--- src/rtl/uart_tx_fifo_pkg.sv ---
// Shared types and helpers for the buffered OTTER UART transmitter.
// PARITY is only reachable when UART_TX_PARITY_EN is defined.
package otter_uart_pkg;

  typedef enum logic [2:0] {
    IDLE,
    START,
    DATA,
    STOP,
    PARITY
  } tx_state_t;

  localparam int   FRAME_DATA_BITS = 8;
  localparam logic LINE_IDLE       = 1'b1;

  function automatic int baud_div(input int clk_hz, input int baud);
    return clk_hz / baud;
  endfunction

endpackage

--- src/rtl/uart_tx_fifo_sync_fifo.sv ---
// First-word-fall-through synchronous FIFO; rdata shows the head whenever empty=0.
// Storage is not reset; only pointers and count are.
module sync_fifo
  import otter_uart_pkg::*;
#(
  parameter int DATA_W = 8,
  parameter int DEPTH  = 16
) (
  input  logic                     CLK,
  input  logic                     RST,
  input  logic                     push,
  input  logic                     pop,
  input  logic [DATA_W-1:0]        wdata,
  output logic [DATA_W-1:0]        rdata,
  output logic                     full,
  output logic                     empty,
  output logic [$clog2(DEPTH):0]   count
);

  localparam int AW = $clog2(DEPTH);
  localparam int CW = AW + 1;

  logic [DATA_W-1:0] mem [DEPTH];
  logic [AW-1:0]     wr_ptr;
  logic [AW-1:0]     rd_ptr;
  logic              do_push;
  logic              do_pop;

  // full/empty come from the registered count, so a same-cycle pop never frees a slot
  assign full    = (count == CW'(DEPTH));
  assign empty   = (count == '0);
  assign do_push = push & ~full;
  assign do_pop  = pop & ~empty;
  assign rdata   = mem[rd_ptr];

  always_ff @(posedge CLK) begin
    if (RST) begin
      wr_ptr <= '0;
      rd_ptr <= '0;
      count  <= '0;
    end else begin
      if (do_push) wr_ptr <= wr_ptr + AW'(1);
      if (do_pop)  rd_ptr <= rd_ptr + AW'(1);
      case ({do_push, do_pop})
        2'b10:   count <= count + CW'(1);
        2'b01:   count <= count - CW'(1);
        default: count <= count;
      endcase
    end
  end

  always_ff @(posedge CLK) begin
    if (do_push) mem[wr_ptr] <= wdata;
  end

endmodule

--- src/rtl/uart_tx_fifo.sv ---
// Buffered 8N1 UART transmitter fed by the MMIO decoder's start strobe.
// Define UART_TX_PARITY_EN to add an even-parity bit (8E1, 11-bit frame).
module uart_tx_fifo
  import otter_uart_pkg::*;
#(
  parameter int CLK_HZ     = 50000000,
  parameter int BAUD       = 115200,
  parameter int FIFO_DEPTH = 16
) (
  input  logic       CLK,
  input  logic       RST,
  input  logic       start,
  input  logic [7:0] data,
  output logic       ready,
  output logic       busy,
  output logic       Tx
);

  localparam int DIV   = baud_div(CLK_HZ, BAUD);
  localparam int CNT_W = (DIV > 1) ? $clog2(DIV) : 1;
  localparam int CW    = $clog2(FIFO_DEPTH) + 1;

  tx_state_t        state;
  tx_state_t        state_nxt;
  logic [CNT_W-1:0] baud_cnt;
  logic [2:0]       bit_idx;
  logic [7:0]       shift;
  logic [7:0]       head;
  logic [CW-1:0]    count;
  logic             full;
  logic             empty;
  logic             pop;
  logic             bit_done;
  logic             tx_nxt;
`ifdef UART_TX_PARITY_EN
  logic             parity;
`endif

  sync_fifo #(
    .DATA_W (8),
    .DEPTH  (FIFO_DEPTH)
  ) u_fifo (
    .CLK   (CLK),
    .RST   (RST),
    .push  (start),
    .pop   (pop),
    .wdata (data),
    .rdata (head),
    .full  (full),
    .empty (empty),
    .count (count)
  );

  assign ready    = ~full;
  assign busy     = (state != IDLE) | (count != '0);
  assign bit_done = (baud_cnt == CNT_W'(DIV - 1));

  always_comb begin
    state_nxt = state;
    pop       = 1'b0;
    tx_nxt    = LINE_IDLE;
    case (state)
      IDLE: begin
        if (!empty) begin
          pop       = 1'b1;
          state_nxt = START;
        end
      end
      START: begin
        tx_nxt = 1'b0;
        if (bit_done) state_nxt = DATA;
      end
      DATA: begin
        tx_nxt = shift[0];
        if (bit_done && bit_idx == 3'(FRAME_DATA_BITS - 1)) begin
`ifdef UART_TX_PARITY_EN
          state_nxt = PARITY;
`else
          state_nxt = STOP;
`endif
        end
      end
`ifdef UART_TX_PARITY_EN
      PARITY: begin
        tx_nxt = parity;
        if (bit_done) state_nxt = STOP;
      end
`endif
      STOP: begin
        // Reload straight from the FIFO on the last stop cycle so frames abut
        if (bit_done) begin
          if (!empty) begin
            pop       = 1'b1;
            state_nxt = START;
          end else begin
            state_nxt = IDLE;
          end
        end
      end
      default: state_nxt = IDLE;
    endcase
  end

  always_ff @(posedge CLK) begin
    if (RST) state <= IDLE;
    else     state <= state_nxt;
  end

  // Tx is registered from the current state, so the line lags the FSM by one cycle
  always_ff @(posedge CLK) begin
    if (RST) begin
      baud_cnt <= '0;
      bit_idx  <= '0;
      Tx       <= LINE_IDLE;
    end else begin
      Tx <= tx_nxt;
      if (state == IDLE || bit_done) baud_cnt <= '0;
      else                           baud_cnt <= baud_cnt + CNT_W'(1);
      if (state != DATA)             bit_idx  <= '0;
      else if (bit_done)             bit_idx  <= bit_idx + 3'd1;
    end
  end

  always_ff @(posedge CLK) begin
    if (pop) begin
      shift  <= head;
`ifdef UART_TX_PARITY_EN
      parity <= ^head;
`endif
    end else if (state == DATA && bit_done) begin
      shift <= {1'b0, shift[7:1]};
    end
  end

endmodule

--- config.mk ---
export PLATFORM = sky130hd
export DESIGN_NAME = uart_tx_fifo
export DESIGN_NICKNAME = d
export VERILOG_FILES = /design/src/rtl/uart_tx_fifo_pkg.sv /design/src/rtl/uart_tx_fifo_sync_fifo.sv /design/src/rtl/uart_tx_fifo.sv
export SDC_FILE = /design/constraint.sdc
export NUM_CORES = 1
export LEC_CHECK = 0
export BUFFER_PORTS_ARGS = -buffer_cell sky130_fd_sc_hd__buf_2
export CAP_MARGIN = 30
export CORE_MARGIN = 2
export CORE_UTILIZATION = 50
export CTS_BUF_LIST = sky130_fd_sc_hd__clkbuf_8
export CTS_CLUSTER_SIZE = 16
export DETAILED_ROUTE_END_ITERATION = 8
export PLACE_DENSITY = 0.77
export SLEW_MARGIN = 10
export SYNTH_ARGS = -nofsm -noshare
export SYNTH_HDL_FRONTEND = slang
export SYNTH_SLANG_ARGS = --single-unit
--- constraint.sdc ---
create_clock -name CLK -period 4.4 [get_ports CLK]
set_input_delay 0.44 -clock CLK [delete_from_list [all_inputs] [get_ports CLK]]
set_output_delay 0.44 -clock CLK [all_outputs]
set_load 0.02 [all_outputs]
# Yosys cells after proc, flatten, opt, wreduce, memory -nomap -nowiden

Memory sizes are Yosys's and may differ from the RTL's. A register that Yosys moved wholly into a read port is not among the register bits.
Cells that the tools add are included.

Memories: 1
Bits of input ports: 11
Memory bits (writable): 128
Register bits: 37
Output and inout bits: 3

Memory list:

| name       | depth | width | read ports | clocked after Yosys merged registers in | write ports | line                         | source |
|---|---|---|---|---|---|---|---|
| u_fifo.mem | 16    | 8     | 1          | 1                                       | 1           | uart_tx_fifo_sync_fifo.sv:23 | `logic [DATA_W-1:0] mem [DEPTH];` |

Reduce and logical (&&, ||, !) cells: 12
Bitwise logic cells: 5
Add/subtract/negate cells: 6
Equal/unequal tests: 13
Mux-type cells: 17

Operator list:

| operator              | count |
|---|---|
| $mux W8               | 2 |
| $mux W3               | 4 |
| $pmux W3 S4           | 1 |
| $pmux W5 S2           | 1 |
| $add A9 B1 Y9 const B | 1 |
| $eq A9 B9 Y1 const B  | 1 |
| $add A4 B1 Y4 const B | 2 |
| $mux W4               | 2 |
| $ne A2 B2 Y1 const B  | 4 |
| $eq A3 B2 Y1 const B  | 2 |
| $add A5 B1 Y5 const B | 1 |
| $eq A5 B5 Y1 const B  | 1 |
| $logic_not A5 Y1      | 1 |
| $mux W1               | 5 |
| $reduce_bool A5 Y1    | 1 |
| $sub A5 B1 Y5 const B | 1 |
| $pmux W1 S2           | 2 |
| $reduce_and A4 Y1     | 1 |
| $reduce_bool A2 Y1    | 2 |
| $reduce_or A2 Y1      | 2 |
| $add A3 B1 Y3 const B | 1 |
| $eq A3 B1 Y1 const B  | 1 |
| $eq A3 B3 Y1 const B  | 1 |
| $logic_not A3 Y1      | 1 |
| 9 further kinds       | 12 |

# Depth between registers and ports, before layout

Depth after elaboration: 7
Depth in mapped cells: 15

# By module

Synthesis repeated with hierarchy kept, for this count alone.

Cells, all modules: 410
Area, all modules: 7109.3 µm²

By module, submodules not included:

| module       | cells an instance | area an instance (µm²) | instances |
|---|---|---|---|
| sync_fifo    | 305               | 5974.5                 | 1 |
| uart_tx_fifo | 105               | 1134.8                 | 1 |

# Worst setup path before layout

OpenSTA, ideal clock, no wires.

Path kind: register to register
Start: register baud_cnt[0]
End: register u_fifo.count[4]
Slack: 1.292 ns
Period minus slack after synthesis: 3.108 ns
Stages on the path, launching flop included: 15
Buffers on the path: 2
Arrival time: 2.987 ns
Cell sequence: dfxtp_1 -> ha_1 -> and4b_1 -> a41oi_1 -> nor3_2 -> buf_2 -> ha_1 -> clkbuf_1 -> xor2_1 -> ha_1 -> o21a_1 -> o21ai_0 -> nand2b_1 -> a211oi_1 -> mux2_2

Word-level cells in the longest chain between the ends: 6

Ends and longest elaborated chain:

| item                                                     | line                         | source |
|---|---|---|
| from (decl)                                              | uart_tx_fifo.sv:25           | `logic [CNT_W-1:0] baud_cnt;` |
| from (signal assigned)                                   | uart_tx_fifo.sv:118          | `else baud_cnt <= baud_cnt + CNT_W'(1);` |
| $eq A9 B9 Y1 (*)                                         | uart_tx_fifo.sv:56           | `assign bit_done = (baud_cnt == CNT_W'(DIV - 1));` |
| $mux W1 (*)                                              | uart_tx_fifo.sv:91           | `if (bit_done) begin` |
| $pmux W1 S2 (*)                                          | uart_tx_fifo.sv:62           | `case (state)` |
| $and A1 B1 Y1 (*)                                        | uart_tx_fifo_sync_fifo.sv:33 | `assign do_pop = pop & ~empty;` |
| $eq A2 B1 Y1 / $eq A2 B2 Y1 (equally long branches)      | uart_tx_fifo_sync_fifo.sv:44 | `case ({do_push, do_pop})` |
| $pmux W5 S2 / $reduce_bool A2 Y1 (equally long branches) | -                            |  |
| to (signal assigned)                                     | uart_tx_fifo_sync_fifo.sv:45 | `2'b10: count <= count + CW'(1);` |
| to (signal assigned)                                     | uart_tx_fifo_sync_fifo.sv:46 | `2'b01: count <= count - CW'(1);` |
| to (signal assigned)                                     | uart_tx_fifo_sync_fifo.sv:47 | `default: count <= count;` |
| to (decl)                                                | uart_tx_fifo_sync_fifo.sv:17 | `output logic [$clog2(DEPTH):0] count` |

Every way passes the cells marked *; elsewhere a longest branch is shown, timed or not.
A chain may end at the register's enable or synchronous reset.

# Worst setup path after layout

Same ends and word-level chain as after synthesis.

==> results.ini <==
[status]
status=finished, final reports clean

[detailed_routing]
routed_via_density=5.601
drt_iter0_drc=251
postRouteAntennaNets=0
wl_per_cell_um=18.59
vias=3702
drc=0
routed_wl_um=12290
dr.pass1.iters=4

[pwr]
power_density_nw_per_um2=526.2
peakVddDrop_mv=0.3278
p_leak_uw=0.002508

[synthesis]
synth_nets=478
ys_seq_area_share_pct=68.10
synth_cells=450
synth_area_per_cell_um2=15.42
synth_area_leaders=edfxtp_1 (59%), dfxtp_1 (9.2%), mux4_2 (8.4%)
async_flop_share_pct=0
ys_warn_count=0
synth_edf_count=136
synth.distinct_cells=50
synth_top_area_cell=edfxtp_1
synthFlopType=edfxtp_1
synth_seq_cells=168
synth.top_cell.area_share_pct=58.86
netlist_area_um2=6938

[timing]
skew_ns=0.01382
tns_ns=0
tightest_slew_ns=0.9696
slew_headroom_pct=35.12
timing.final.max_slew_violations=0
finalHoldViolCount=0
setup_violations=0
rsz0062_at_grt=no
max_freq_ghz=0.3092
finalCritPeriodShare_pct=73.51
period_minus_slack_ns=3.234
worst_slack_ns=1.166

[clock_network]
cts_tree=done
cts_buffers=17
cts.clk_slew.worst_paths_ns=0.09
cts_sinks=168
cts_setup_buffers=0
cts_hold_buf=0
cts.root.buffer_cell=clkbuf_8
clkLatencyLatePin_ns=0.46
ctsResizeCount=0
cts_htree_levels=4
clk_path_buf_depth=2

[worst_setup_path]
crit_arrival_ns=3.59
required_ns=4.76
end_kind=flip-flop
critPathLaunchType=flip-flop
crit_type=reg -> reg
cp_max_fo=22

[place]
globalplace.congestion=0.7948
dpl.hpwl_um=7758
placedInstanceArea_um2=7164
dpl_worst_slack_ns=1.206
io_buffer_count=13

[grt]
grt.overflow.total=0
antenna_found_initial=0
grt_usage_pct=17.83
grt_pass1_wl_um=19180
grt_pass1_vias=3689
grt_max_degree=26

[floorplanning]
initial_core_util_pct=50.57
core_region_area_um2=13720
boundaryPins=14
dieArea_um2=14830
die_w_um=121.8
die_h_um=121.8
rows=43

[run]
drv_cap=0

[layout]
n_fill_cell=1065
fin_nets=497
design_area_um2=7572
antenna_cells=0
drive_gt1_share_pct=18.30
areaGrowthSynthToFinish_pct=9.143

[min_path]
min_path_type=in -> reg

==> registers in the layout, summed over array words and instances (netlist names), named ones only <==
signal	count
u_fifo.mem	128
baud_cnt	9
shift	8
u_fifo.count	5
u_fifo.rd_ptr	4
u_fifo.wr_ptr	4
bit_idx	3
state	2
Tx	1
==> kinds of logic after synthesis <==
group | Yosys count | share of synthesized area (%)
AO/OA/AOI/OAI | 47 | 4.401
flip-flops | 168 | 68.10
XOR/XNOR | 17 | 2.146
buffers and inverters | 34 | 2.471
AND/OR/NAND/NOR | 119 | 8.079
multiplexers | 48 | 11.74
adder cells (fa/ha/maj) | 17 | 3.066
==> cell type report <==
class / count / area (um^2) / share of cell area (%)
flip-flops and latches: 168 / 4726 / 62.41
multi-input cells: 248 / 2042 / 26.97
well taps: 180 / 225.2 / 2.974
inverters: 11 / 41.29 / 0.5453
repair buffers: 23 / 160.2 / 2.115
clock buffers: 17 / 234.0 / 3.090
clock inverters: 14 / 143.9 / 1.900
==> synth_stat cells, types with 2 or more instances <==
master / number
buf_1: 2
nand4_1: 3
dfxtp_1: 32
nand2b_1: 5
xnor2_1: 7
buf_6: 3
nand2_1: 35
nor2b_1: 3
nor3_1: 4
mux4_2: 26
nand3b_1: 3
a31oi_1: 6
xor2_1: 10
edfxtp_1: 136
clkbuf_1: 7
buf_2: 8
o21ai_0: 6
nand3_1: 3
ha_1: 17
a221oi_1: 2
nor2_1: 53
inv_1: 11
mux2_2: 2
a21oi_1: 19
a21o_1: 2
buf_4: 3
or3_1: 2
mux2i_1: 18
==> power by group <==
group	leakage [uW]	switching, uW	internal, uW	total (uW)
combinational	0.000824	548	407	955
sequential	0.00149	84.0	1880	1960
clock	0.000192	562	505	1070
total	0.00251	1190	2790	3980
==> placed cells by master, fill, tap and decap left out, drive strengths merged, types with 2 or more instances in the layout <==
cell,netlist,routed
nand2,35,35
xor2,10,10
o21ai,6,6
bufinv,0,2
edfxtp,136,136
buf,16,23
clkinv,0,3
xnor2,7,7
nand3b,3,3
a21o,2,2
clkbuf,7,17
inv,11,19
mux4,26,26
nand2b,5,5
dfxtp,32,32
nor3,5,5
mux2,4,4
nor2,54,54
or3,2,2
nand4,3,3
mux2i,18,18
ha,17,17
a21oi,19,19
a221oi,2,2
a31oi,6,6
nor2b,4,4
nand3,4,4
a211oi,2,2
==> worst paths after layout <==
| kind | start | endpoint | slack [ns] | cells past startpoint |
|---|---|---|---|---|
| worst min register to register | bit_idx[1] | bit_idx[1] | 0.47 | 2 |
| worst min-delay path | data[4] | u_fifo.mem[8][4] | 0.35 | 1 |
| worst max register to register | baud_cnt[0] | u_fifo.count[4] | 1.17 | 13 |
| worst max-delay path | baud_cnt[0] | u_fifo.count[4] | 1.17 | 13 |
==> metal layers <==
| metal | share of wire, % | track usage, % | routed length (um) |
|---|---|---|---|
| met4 | 2.1 | 6.106 | 252 |
| met3 | 4.3 | 5.103 | 533 |
| met2 | 51 | 30.03 | 6211 |
| met5 | 0 | 0 | 0 |
| met1 | 43 | 22.23 | 5287 |
==> stage by stage <==
| step | cells | hold WS [ns] | total power, uW | utilization (%) |
|---|---|---|---|---|
| 6_report | 661 | 0.3550 | 3985 | 55.19 |
| 5_1_grt | 661 | 0.3349 | 4169 | 55.19 |
| 4_1_cts | 658 | 0.3409 | 3989 | 54.97 |
| 3_5_place_dp | 627 | 0.4596 | 2940 | 52.22 |
| 3_3_place_gp | 626 | 0.4456 | 2897 | 52.07 |
| 2_1_floorplan | 450 | 0.4286 | 2736 | - |
==> worst max-delay path, stage by stage, from the launching register on <==
cell	delay (ns)
dfxtp_1	0.40
ha_1	0.16
and4b_1	0.24
a41oi_1	0.14
nor3_2	0.16
buf_4	0.28
ha_1	0.38
xor2_1	0.12
ha_1	0.23
o21a_1	0.17
o21ai_0	0.16
nand2b_1	0.08
a211oi_1	0.26
mux2_2	0.36
Note: power is estimated with default switching activity, not from simulation.
